<file path="config.mk">
export PLATFORM = sky130hd
export DESIGN_NAME = pc_unit
export DESIGN_NICKNAME = d
export VERILOG_FILES = /design/src/rtl/pc_unit.sv
export SDC_FILE = /design/constraint.sdc
export NUM_CORES = 1
export LEC_CHECK = 0
export ABC_AREA = 1
export BUFFER_PORTS_ARGS = -buffer_cell sky130_fd_sc_hd__buf_2
export CORE_MARGIN = 2
export CORE_UTILIZATION = 30
export CTS_BUF_LIST = sky130_fd_sc_hd__clkbuf_2 sky130_fd_sc_hd__clkbuf_4 sky130_fd_sc_hd__clkbuf_8
export DETAILED_ROUTE_END_ITERATION = 6
export PLACE_DENSITY = 0.54
export SLEW_MARGIN = 0
export SYNTH_ARGS = -nofsm -noshare
export SYNTH_HDL_FRONTEND = slang
export SYNTH_SLANG_ARGS = --single-unit
</file>
<file path="constraint.sdc">
create_clock -name clk -period 6.35 [get_ports clk]
set_input_delay 1.27 -clock clk [delete_from_list [all_inputs] [get_ports clk]]
set_output_delay 1.27 -clock clk [all_outputs]
set_load 0.02 [all_outputs]
</file>
<file path="src/rtl/pc_unit.sv">
// pc_unit: program-counter register with next-PC selection for sequential
// fetch, sign-magnitude relative branches, absolute jumps and call/return
// through an internal return-address stack (RAS). Stack overflow and
// underflow are recorded in sticky error flags.
module pc_unit #(
  parameter int               WIDTH     = 16,
  parameter int               STEP      = 1,
  parameter int               RAS_DEPTH = 8,
  parameter logic [WIDTH-1:0] RESET_VEC = '0
) (
  input  logic                           clk,
  input  logic                           rst_n,
  input  logic                           en,
  input  logic [2:0]                     op,
  input  logic                           decr,
  input  logic [WIDTH-1:0]               diff,
  input  logic [WIDTH-1:0]               target,
  input  logic                           clr_err,
  output logic [WIDTH-1:0]               pc,
  output logic [$clog2(RAS_DEPTH+1)-1:0] ras_count,
  output logic                           ras_full,
  output logic                           ras_empty,
  output logic                           err_ovf,
  output logic                           err_unf
);

  localparam int CW = $clog2(RAS_DEPTH+1);
  // Index width for the stack storage; ras_count needs one more value
  // (the "full" count) than there are entries.
  localparam int AW = (RAS_DEPTH > 1) ? $clog2(RAS_DEPTH) : 1;

  // Reserved encodings 110/111 fall through to the default branch (HOLD).
  typedef enum logic [2:0] {
    OP_HOLD = 3'b000,
    OP_INCR = 3'b001,
    OP_REL  = 3'b010,
    OP_ABS  = 3'b011,
    OP_CALL = 3'b100,
    OP_RET  = 3'b101
  } op_e;

  logic [WIDTH-1:0] ras_mem [RAS_DEPTH];
  logic [WIDTH-1:0] pc_step;
  logic [WIDTH-1:0] ras_top;
  logic [AW-1:0]    push_idx;
  logic [AW-1:0]    top_idx;
  logic [WIDTH-1:0] pc_next;
  logic [CW-1:0]    cnt_next;
  logic             push;
  logic             set_ovf;
  logic             set_unf;

  // The stack pointer is ras_count itself: push writes at ras_count,
  // the top entry lives at ras_count-1.
  assign pc_step   = pc + WIDTH'(STEP);
  assign push_idx  = AW'(ras_count);
  assign top_idx   = AW'(ras_count - 1'b1);
  assign ras_top   = ras_mem[top_idx];
  assign ras_full  = (ras_count == CW'(RAS_DEPTH));
  assign ras_empty = (ras_count == '0);

  // Next-PC selection, stack pointer update and error-event decode.
  always_comb begin
    pc_next  = pc;
    cnt_next = ras_count;
    push     = 1'b0;
    set_ovf  = 1'b0;
    set_unf  = 1'b0;
    if (en) begin
      case (op_e'(op))
        OP_INCR: pc_next = pc_step;
        OP_REL:  pc_next = decr ? (pc - diff) : (pc + diff);
        OP_ABS:  pc_next = target;
        OP_CALL: begin
          // The jump is taken even when the return address cannot be saved.
          pc_next = target;
          if (!ras_full) begin
            push     = 1'b1;
            cnt_next = ras_count + 1'b1;
          end else begin
            set_ovf = 1'b1;
          end
        end
        OP_RET: begin
          if (!ras_empty) begin
            pc_next  = ras_top;
            cnt_next = ras_count - 1'b1;
          end else begin
            // Nothing to return to: fall through to the next instruction.
            pc_next = pc_step;
            set_unf = 1'b1;
          end
        end
        default: ;
      endcase
    end
  end

  // PC, stack pointer and sticky error flags; a new error beats clr_err.
  always_ff @(posedge clk) begin
    if (!rst_n) begin
      pc        <= RESET_VEC;
      ras_count <= '0;
      err_ovf   <= 1'b0;
      err_unf   <= 1'b0;
    end else begin
      pc        <= pc_next;
      ras_count <= cnt_next;
      err_ovf   <= set_ovf | (err_ovf & ~clr_err);
      err_unf   <= set_unf | (err_unf & ~clr_err);
    end
  end

  // Stack storage needs no reset: entries above ras_count are never read.
  always_ff @(posedge clk) begin
    if (rst_n && push) begin
      ras_mem[push_idx] <= pc_step;
    end
  end

endmodule

</file>
# Yosys cells after proc, flatten, opt, wreduce, memory -nomap -nowiden

Memories as Yosys holds them, arrays and structs flattened.
Index checks and enable logic that the tools add are counted.

Order comparisons: 0
$mul: 0
Bitwise logic cells: 5
Div/mod/pow operators: 0
Add/subtract/negate cells: 5
Shift-type cells: 0
Muxes and demuxes: 17
Reductions and logical operators: 7
Equal/unequal tests: 8

Operator list:

| operator                                                              | number |
|---|---|
| 16-bit one-hot mux with 4 select lines                                | 1 |
| 16-bit two-way mux                                                    | 2 |
| 16-bit by 1-bit adder with 16-bit output, second input constant       | 1 |
| 16-bit adder                                                          | 1 |
| 16-bit subtractor                                                     | 1 |
| 1-bit two-way mux                                                     | 11 |
| 4-bit two-way mux                                                     | 2 |
| 4-bit one-hot mux with 2 select lines                                 | 1 |
| 3-bit by 2-bit equality test with 1-bit output, second input constant | 2 |
| 3-bit equality test, second input constant                            | 2 |
| 4-bit by 1-bit adder with 4-bit output, second input constant         | 1 |
| 4-bit equality test, second input constant                            | 1 |
| 4-bit zero test                                                       | 1 |
| 2-bit inequality test, second input constant                          | 2 |
| 4-bit AND reduction                                                   | 1 |
| 4-bit nonzero test                                                    | 1 |
| 4-bit by 1-bit subtractor with 4-bit output, second input constant    | 1 |
| 3-bit by 1-bit equality test with 1-bit output, second input constant | 1 |
| 1-bit AND                                                             | 2 |
| 1-bit OR                                                              | 2 |
| 2-bit AND reduction                                                   | 1 |
| 2-bit nonzero test                                                    | 1 |
| 2-bit OR reduction                                                    | 1 |
| 1-bit logical AND                                                     | 1 |
| 1-bit NOT                                                             | 1 |

Bits in read-only memories: 0
Memories kept: 1
Memory bits (writable): 128
Register bits: 22
Output and inout bits: 24
Latch bits: 0

Memories:

| name    | words | width | read ports | clocked after memory_dff | wr ports | RTL line | text |
|---|---|---|---|---|---|---|---|
| ras_mem | 8     | 16    | 1          | 0                        | 1        | 42       | `logic [WIDTH-1:0] ras_mem [RAS_DEPTH];` |

# Longest topological paths before layout

Gate-level depths: netlist (run 1).

Word-level depth: 7
Depth in mapped cells: 23

# Least setup slack after synthesis (run 1)

Ideal clock, no wire load.

Kind: in2reg
Start: input op[1]
End: memory ras_mem[7][0], enable pin
Cell stages on the path: 3
Arrival: 3.201 ns
Path slack: 2.718 ns
Required time: 5.920 ns
Setup time: 0.430 ns
Cell sequence: inv_1 > nand3_2 > nor4_1

Word-level cells in the longest chain between the ends: 6

RTL lines:

| what                                    | RTL line | text |
|---|---|---|
| start, declared                         | 14       | `input logic [2:0] op,` |
| 3-bit equality test                     | 70       | `case (op_e'(op))` |
| 1-bit two-way mux                       | 70       |  |
| 1-bit two-way mux                       | 69       | `if (en) begin` |
| 1-bit logical AND                       | 116      | `if (rst_n && push) begin` |
| 1-bit two-way mux                       | 116      |  |
| 1-bit two-way mux (implied by the code) | 117      | `ras_mem[push_idx] <= pc_step;` |
| end, declared                           | 42       |  |

Every way passes these cells.

# Worst setup path after layout (run 1)

Start: register ras_count[0]
End: register pc[3]

Word-level cells in the longest chain between the ends: 4
Elaborated cells between the ends (all ways): 5

RTL lines:

| what                                        | RTL line | text |
|---|---|---|
| start, declared                             | 20       | `output logic [$clog2(RAS_DEPTH+1)-1:0] ras_count,` |
| start signal, assigned                      | 108      | `ras_count <= cnt_next;` |
| 4-bit by 1-bit subtractor with 4-bit output | --       |  |
| memory read 8 x 16 bit                      | --       |  |
| 16-bit two-way mux *                        | 85       | `if (!ras_empty) begin` |
| 16-bit one-hot mux with 4 select lines *    | 70       |  |
| end signal, assigned                        | 107      | `pc <= pc_next;` |
| end, declared                               | 19       | `output logic [WIDTH-1:0] pc,` |

Every way passes the cells marked *; elsewhere a longest branch is shown, timed or not.
A chain may end at the register's enable or synchronous reset.

==> run metrics, run 1 <==
Die Span X=166 um; cell count after placement=about 1200; crit-path max FO=67; ys flop type=edfxtp_1; sequential-to-total area share from yosys stat=0.541; Comb pwr share=0.164; top cells by area, synth=edfxtp_1 49%, nand2_1 8.3%, dfxtp_1 5.6%; vias in the first global route=~6100; total number of vias=between 6000 and 7000; Post-CTS Hold Fix Bufs=0; Peak Freq=0.266 GHz; Net Sw Power=0.639 mW; commonest non-fill, non-tap cells in the layout=176 x nand2_1, 128 x edfxtp_1, 89 x nor2_1; Switching Fraction=0.285; CTS Root Cell=clkbuf_8; Avg Inst Size Synth=9.17 um^2; number of synthesized flops with an enable pin=roughly 130; layout cells sized above 1=0.150; vias per cell=4.98; number of synthesized register bits=150; first-pass GRT wire length=34.1 mm; critical path class=flop to flop; synth warn=0; H-tree lvl count=4; Max IR drop VDD=0.000120 V; share of flip-flops with an asynchronous set or reset=0; DR WL/cell=17.0 um; die height=166 um; register share of total power=0.494; crit path DAT=approximately 4.1 ns; power density cells=248 nW/um^2; Hold Vio Cnt, Final=0; I/O Buffers=63; reg-to-reg critical path startpoint=ras_count[0]; CTS max path bufs=2; die area=approximately 28000 um^2; IO Pins=64; commonest non-fill, non-tap cell in the layout=nand2_1; clock skew=0.0149 ns; gr ovfl total=0; crit path capture type=flop; CTS clk-pin slew, worst paths=0.09 ns; core area=26000 um^2; clock sinks=150; leakage power=3.65 nW; DR DRC count=0; period utilization=0.592; # diodes=0; RSZ-0062 raised after global routing=no; Clk pwr share=0.342; Initial Util=0.305; Setup Buffers After CTS=0; Syn Nets=around 920; largest net degree at the start of global routing=70; Non-Filler Instances=1273; status=complete, no violations; Layout fillers=around 2700; post-CTS sizing=0; Core Rows=59; DR iter-0 viols=roughly 550; max_cap viols=0; hold slack=0.481 ns; min-delay worst type=flop to flop; Num CTS Buffers=17; CTS tree=built; latest clock arrival within the worst-skew pair=0.44 ns; Synth Instances=roughly 860; area leader, netlist=edfxtp_1; kind of start point of the critical path=flop; drt pass-1 iters=5; final setup vio count=0; fin. max-slew vios=0; Final Power=2.24 mW; HP Start=err_unf; TNS Setup=0 ns; mapped cell area=7920 um^2; worst slew pin tran=1.06 ns; initial antenna violation count=0; post-synth top area share=0.485; Area Overhead vs Synth=14.0%; total global-route track usage=0.157; nets=985; fin crit period=3.76 ns; final antenna-violating net count=0; Post-Route WL=21.7 mm; CP required=6.68 ns; gpl congestion=0.857; normalized max-slew margin=0.290; Final HPWL DP=14.4 mm; crit path launch=ras_count[0]; Int Pwr=~1.6 mW; Yosys cell types=51
==> layer usage <==
metal | vias to the layer above | share of wire | global-route usage
met1 | 3041 | 0.45 | 0.211
met2 | 174 | 0.49 | 0.265
met3 | 16 | 0.041 | 0.0202
li1 | 3105 | - | -
met5 | - | 0 | 0
met4 | 0 | 0.019 | 0.0484
==> flip-flops by register name, indices dropped and copies added (netlist names) <==
name and cells:
ras_mem 128, pc 16, ras_count 4, err_ovf 1, err_unf 1
==> critical path, stage by stage (launching register included) <==
cell and delay (ns):
dfxtp_2 0.33, inv_2 0.03, buf_4 0.59, ha_1 0.25, buf_4 0.40, clkinv_1 0.96
o21ai_0 0.33, o22ai_1 0.10, o211ai_1 0.31, nand4_1 0.14, o211ai_1 0.11, inv_1 0.05
==> power by group through the flow <==
stage,clock network (mW),registers (mW),logic [mW]
after CTS,0.784,1.11,0.368
final,0.766,1.11,0.367
after detailed placement,0,1.13,0.367
after floorplan,0,1.13,0.246
after global routing,0.817,1.11,0.418
after global placement,0,1.13,0.365
==> worst paths after layout <==
check / end / slack, ns / cells after the start
max: pc[3] / 2.59 / 11
min: err_unf / 0.48 / 2
max reg2reg: pc[3] / 2.59 / 11
min reg2reg: err_unf / 0.48 / 2
==> Yosys cell counts (8+ instances only) <==
| master | number |
|---|---|
| a21oi_1 | 49 |
| buf_2 | 17 |
| clkbuf_1 | 9 |
| dfxtp_1 | 22 |
| edfxtp_1 | 128 |
| ha_1 | 19 |
| inv_1 | 87 |
| nand2_1 | 176 |
| nand3_1 | 60 |
| nand4_1 | 12 |
| nor2_1 | 90 |
| nor3_1 | 12 |
| o211ai_1 | 17 |
| o21ai_0 | 53 |
| o21ai_1 | 15 |
| o221ai_1 | 8 |
| xor2_1 | 20 |
==> metrics by stage <==
| stage | util | setup slack, ns | instance area (um^2) |
|---|---|---|---|
| 2_1_floorplan | - | 2.72 | 7920 |
| 3_3_place_gp | 0.331 | 2.44 | 8610 |
| 5_1_grt | 0.347 | 2.32 | 9030 |
| 6_report | 0.347 | 2.59 | 9030 |
| 4_1_cts | 0.347 | 2.57 | 9030 |
| 3_5_place_dp | 0.331 | 2.36 | 8610 |
==> logic make-up after synthesis <==
logic type	synth area share
xor gates and xnor gates	0.0289
DFF	0.541
and+or+nand+nor	0.205
muxes	0.00126
AOI/OAI and AO/OA	0.124
adders and majority gates	0.0326
buffers and inverters	0.0668
==> final cells by class <==
cell class	count	area (um^2)	share of cell area
inverter	96	365	0.0405
clock inverter	14	174	0.0193
multi-input combinational	585	3140	0.348
clock buffer	18	241	0.0267
tap	335	419	0.0464
sequential	150	4290	0.475
timing repair buffer	75	405	0.0449
Note: power is estimated with default switching activity, not from simulation.
==> run 2: changes to the inputs <==
ABC_AREA = 0   (was 1)
clock period = 3.75 ns   (was 6.35 ns; I/O delays follow)
==> run 2 against run 1 <==
Against the previous run: cell area shrank 2.9%; clock skew shrank 0.0014 ns; non-clock buffer count grew 18; utilization grew 0.49 points; count of clock-buffer cells in the layout shrank 1; clock power grew 75%; die area shrank 4.7%; via count shrank 21%; total power grew 69%; synthesized cell count shrank 34%; worst hold slack gained 0.0017 ns; largest power group unchanged; highest routed layer unchanged.
==> run metrics, run 2 <==
status=complete, no violations; total global-route track usage=0.143; CTS tree=built; total number of vias=5020; top flop regs=ras_mem: 128 flops, pc: 16 flops, ras_count: 4 flops; H-tree lvl count=4; commonest non-fill, non-tap cell in the layout=edfxtp_1; core area=around 25000 um^2; CTS max path bufs=2; commonest non-fill, non-tap cells in the layout=128 x edfxtp_1, 63 x buf_2, 50 x nand2_1; clock skew=0.0135 ns; final setup vio count=0; Hold Vio Cnt, Final=0; Final Power=~3.8 mW; area leader, netlist=edfxtp_1; Synth Area in Simple Gates=0.0956; worst setup margin=0.353 ns; critical path class=input pin to flop; sequential-to-total area share from yosys stat=0.568; worst path bufs/invs=4; Post-CTS Hold Fix Bufs=0; crit path capture type=flop; DR iter-0 viols=388; final antenna-violating net count=0; FF-to-FF setup slack=0.95 ns; Crit path depth=17; Max IR drop VDD=0.000216 V; max_cap viols=0; nets=716; Synth Instances=570; Synth Area in Adders=0.0342; Initial Util=0.303; Core Rows=58; hold slack=0.483 ns; power density cells=431 nW/um^2; register share of total power=0.496; Peak Freq=0.294 GHz; die area=26400 um^2; Largest Register=ras_mem; Comb pwr share=0.150; layout cells sized above 1=0.263; Post-Route WL=18.3 mm; vias in the first global route=4897; synth warn=0; # diodes=0; CTS clk-pin slew, worst paths=0.08 ns; most common cell in the netlist=edfxtp_1; Int Pwr=2.75 mW; reg-to-reg critical path startpoint=pc[0]; gpl congestion=between 0.8 and 0.9; met2 Use GR=0.224; Yosys cell types=73; mux cell area share after synthesis=0.107; min-delay worst type=flop to flop; r2r worst-path depth=10; DR WL/cell=18.3 um; max reg flops=128; Setup Buffers After CTS=0; top cells by area, synth=edfxtp_1 51%, mux4_2 9.6%, dfxtp_1 5.8%; worst path cell trace=buf_2 > inv_1 > ha_1 > nand2b_1 > or4_1 > or2_1 > o21bai_1 > xor2_1 > ha_1 > a21o_2 > a21o_1 > a2111oi_2 > buf_4 > buf_4 > xnor2_1 > nand2_1 > a31oi_1; CTS Root Cell=clkbuf_8; synth cell count leaders=128 x edfxtp_1, 50 x nand2_1, 39 x a21oi_1, 39 x nor2_1, 34 x xnor2_1; mapped cell area=7540 um^2; largest net degree at the start of global routing=37; clock sinks=150; GRT met1 Usage=0.203; largest family of logic cells by synthesized area=compound AO/OA/AOI/OAI gates; Area Overhead vs Synth=16.3%; Compound-Gate Fraction of Synth Area=0.113; cell count after placement=967; post-CTS sizing=0; critical path's top delay family=compound AO/OA/AOI/OAI gates; Worst Setup EP=pc[11]; pre-CTS WS=-0.125 ns; leakage power=3.12 nW; crit-path max FO=3; latest clock arrival within the worst-skew pair=0.45 ns; Final HPWL DP=12.7 mm; Switching Fraction=0.271; Post-DP Area=around 8300 um^2; Clk pwr share=0.354; drt pass-1 iters=5; period utilization=0.906; fin. max-slew vios=0; layer with the highest usage=met2; critical path's slowest cell=or4_1; first-pass GRT wire length=28.4 mm; final instance area=8770 um^2; CP required=approximately 4.1 ns; DR DRC count=0; TNS Setup=0 ns; share of flip-flops with an asynchronous set or reset=0; fin crit period=3.40 ns; number of synthesized register bits=150; crit path launch=diff[0]; met3 usage in global routing=0.0339; number of synthesized flops with an enable pin=128; initial antenna violation count=0; vias per cell=5.03; crit path DAT=3.77 ns; Die Span X=163 um; worst slew pin tran=0.804 ns; Num CTS Buffers=17; final core occ=0.352; RSZ-0062 raised after global routing=no; slowest stage delay, CP=0.41 ns; ys flop type=edfxtp_1; die height=163 um; IO Pins=64; I/O Buffers=63; R2R Path End=pc[12]; gr ovfl total=0; normalized max-slew margin=0.464; Non-Filler Instances=999; Post-Synth XOR/XNOR Area=0.0533; Avg Inst Size Synth=13.2 um^2; post-synth top area share=0.510; Net Sw Power=1.02 mW; kind of start point of the critical path=input pin; Syn Nets=630
[run 2: cell count changes in the layout (fill, tap and decap cells not counted), moves of 16 or more]
cell and change:
nor2_1 -50, nand3_1 -52, xnor2_1 +31, nand2_1 -126, buf_4 +18, o21ai_0 -32
inv_1 -72, mux4_2 +32, o211ai_1 -16
[run 2: logic make-up after synthesis]
kind of cell    count (synthesis)
flops                         150
simple gates                  147
compound gates                127
xor+xnor                       45
buf+inv                        41
mux                            40
fa+ha+maj                      20
[run 2: tightest hold or removal path: cells and delay by family, from the launching register on]
kind	cells	cell delay, ns
flops	1	0.31
compound gates	1	0.07
simple gates	1	0.06
[run 2: power groups by stage]
| stage | combinational (mW) | clock [mW] | sequential [mW] |
|---|---|---|---|
| floorplan | 0.377 | 0 | 1.92 |
| global placement | 0.555 | 0 | 1.91 |
| detailed placement | 0.565 | 0 | 1.91 |
| CTS | 0.568 | 1.36 | 1.87 |
| global route | 0.627 | 1.43 | 1.88 |
| finish | 0.566 | 1.34 | 1.87 |
[run 2: area by class of cell]
cell class,count,area [um^2]
Clock buffer,17,234
Timing Repair Buffer,93,541
Multi-Input combinational cell,379,3050
Clock inverter,15,194
Sequential cell,150,4290
Fill cell,2431,16100
Tap cell,330,413
Inverter,15,56.3
[run 2: worst min-delay path by stage]
stage	startpoint	end	slack (ns)	cells past startpoint
final	err_unf	err_unf	0.48	2
after global routing	err_unf	err_unf	0.51	2
after CTS	err_unf	err_unf	0.49	2
after detailed placement	err_unf	err_unf	0.47	2
after global placement	err_unf	err_unf	0.46	2
after floorplan	err_unf	err_unf	0.54	2
[run 2: per-layer routing]
| metal | up-vias | wire length, um |
|---|---|---|
| li1 | 2362 | - |
| met1 | 2548 | 8940 |
| met2 | 101 | 8620 |
| met3 | 9 | 660 |
| met4 | 0 | 85 |
| met5 | - | 0 |
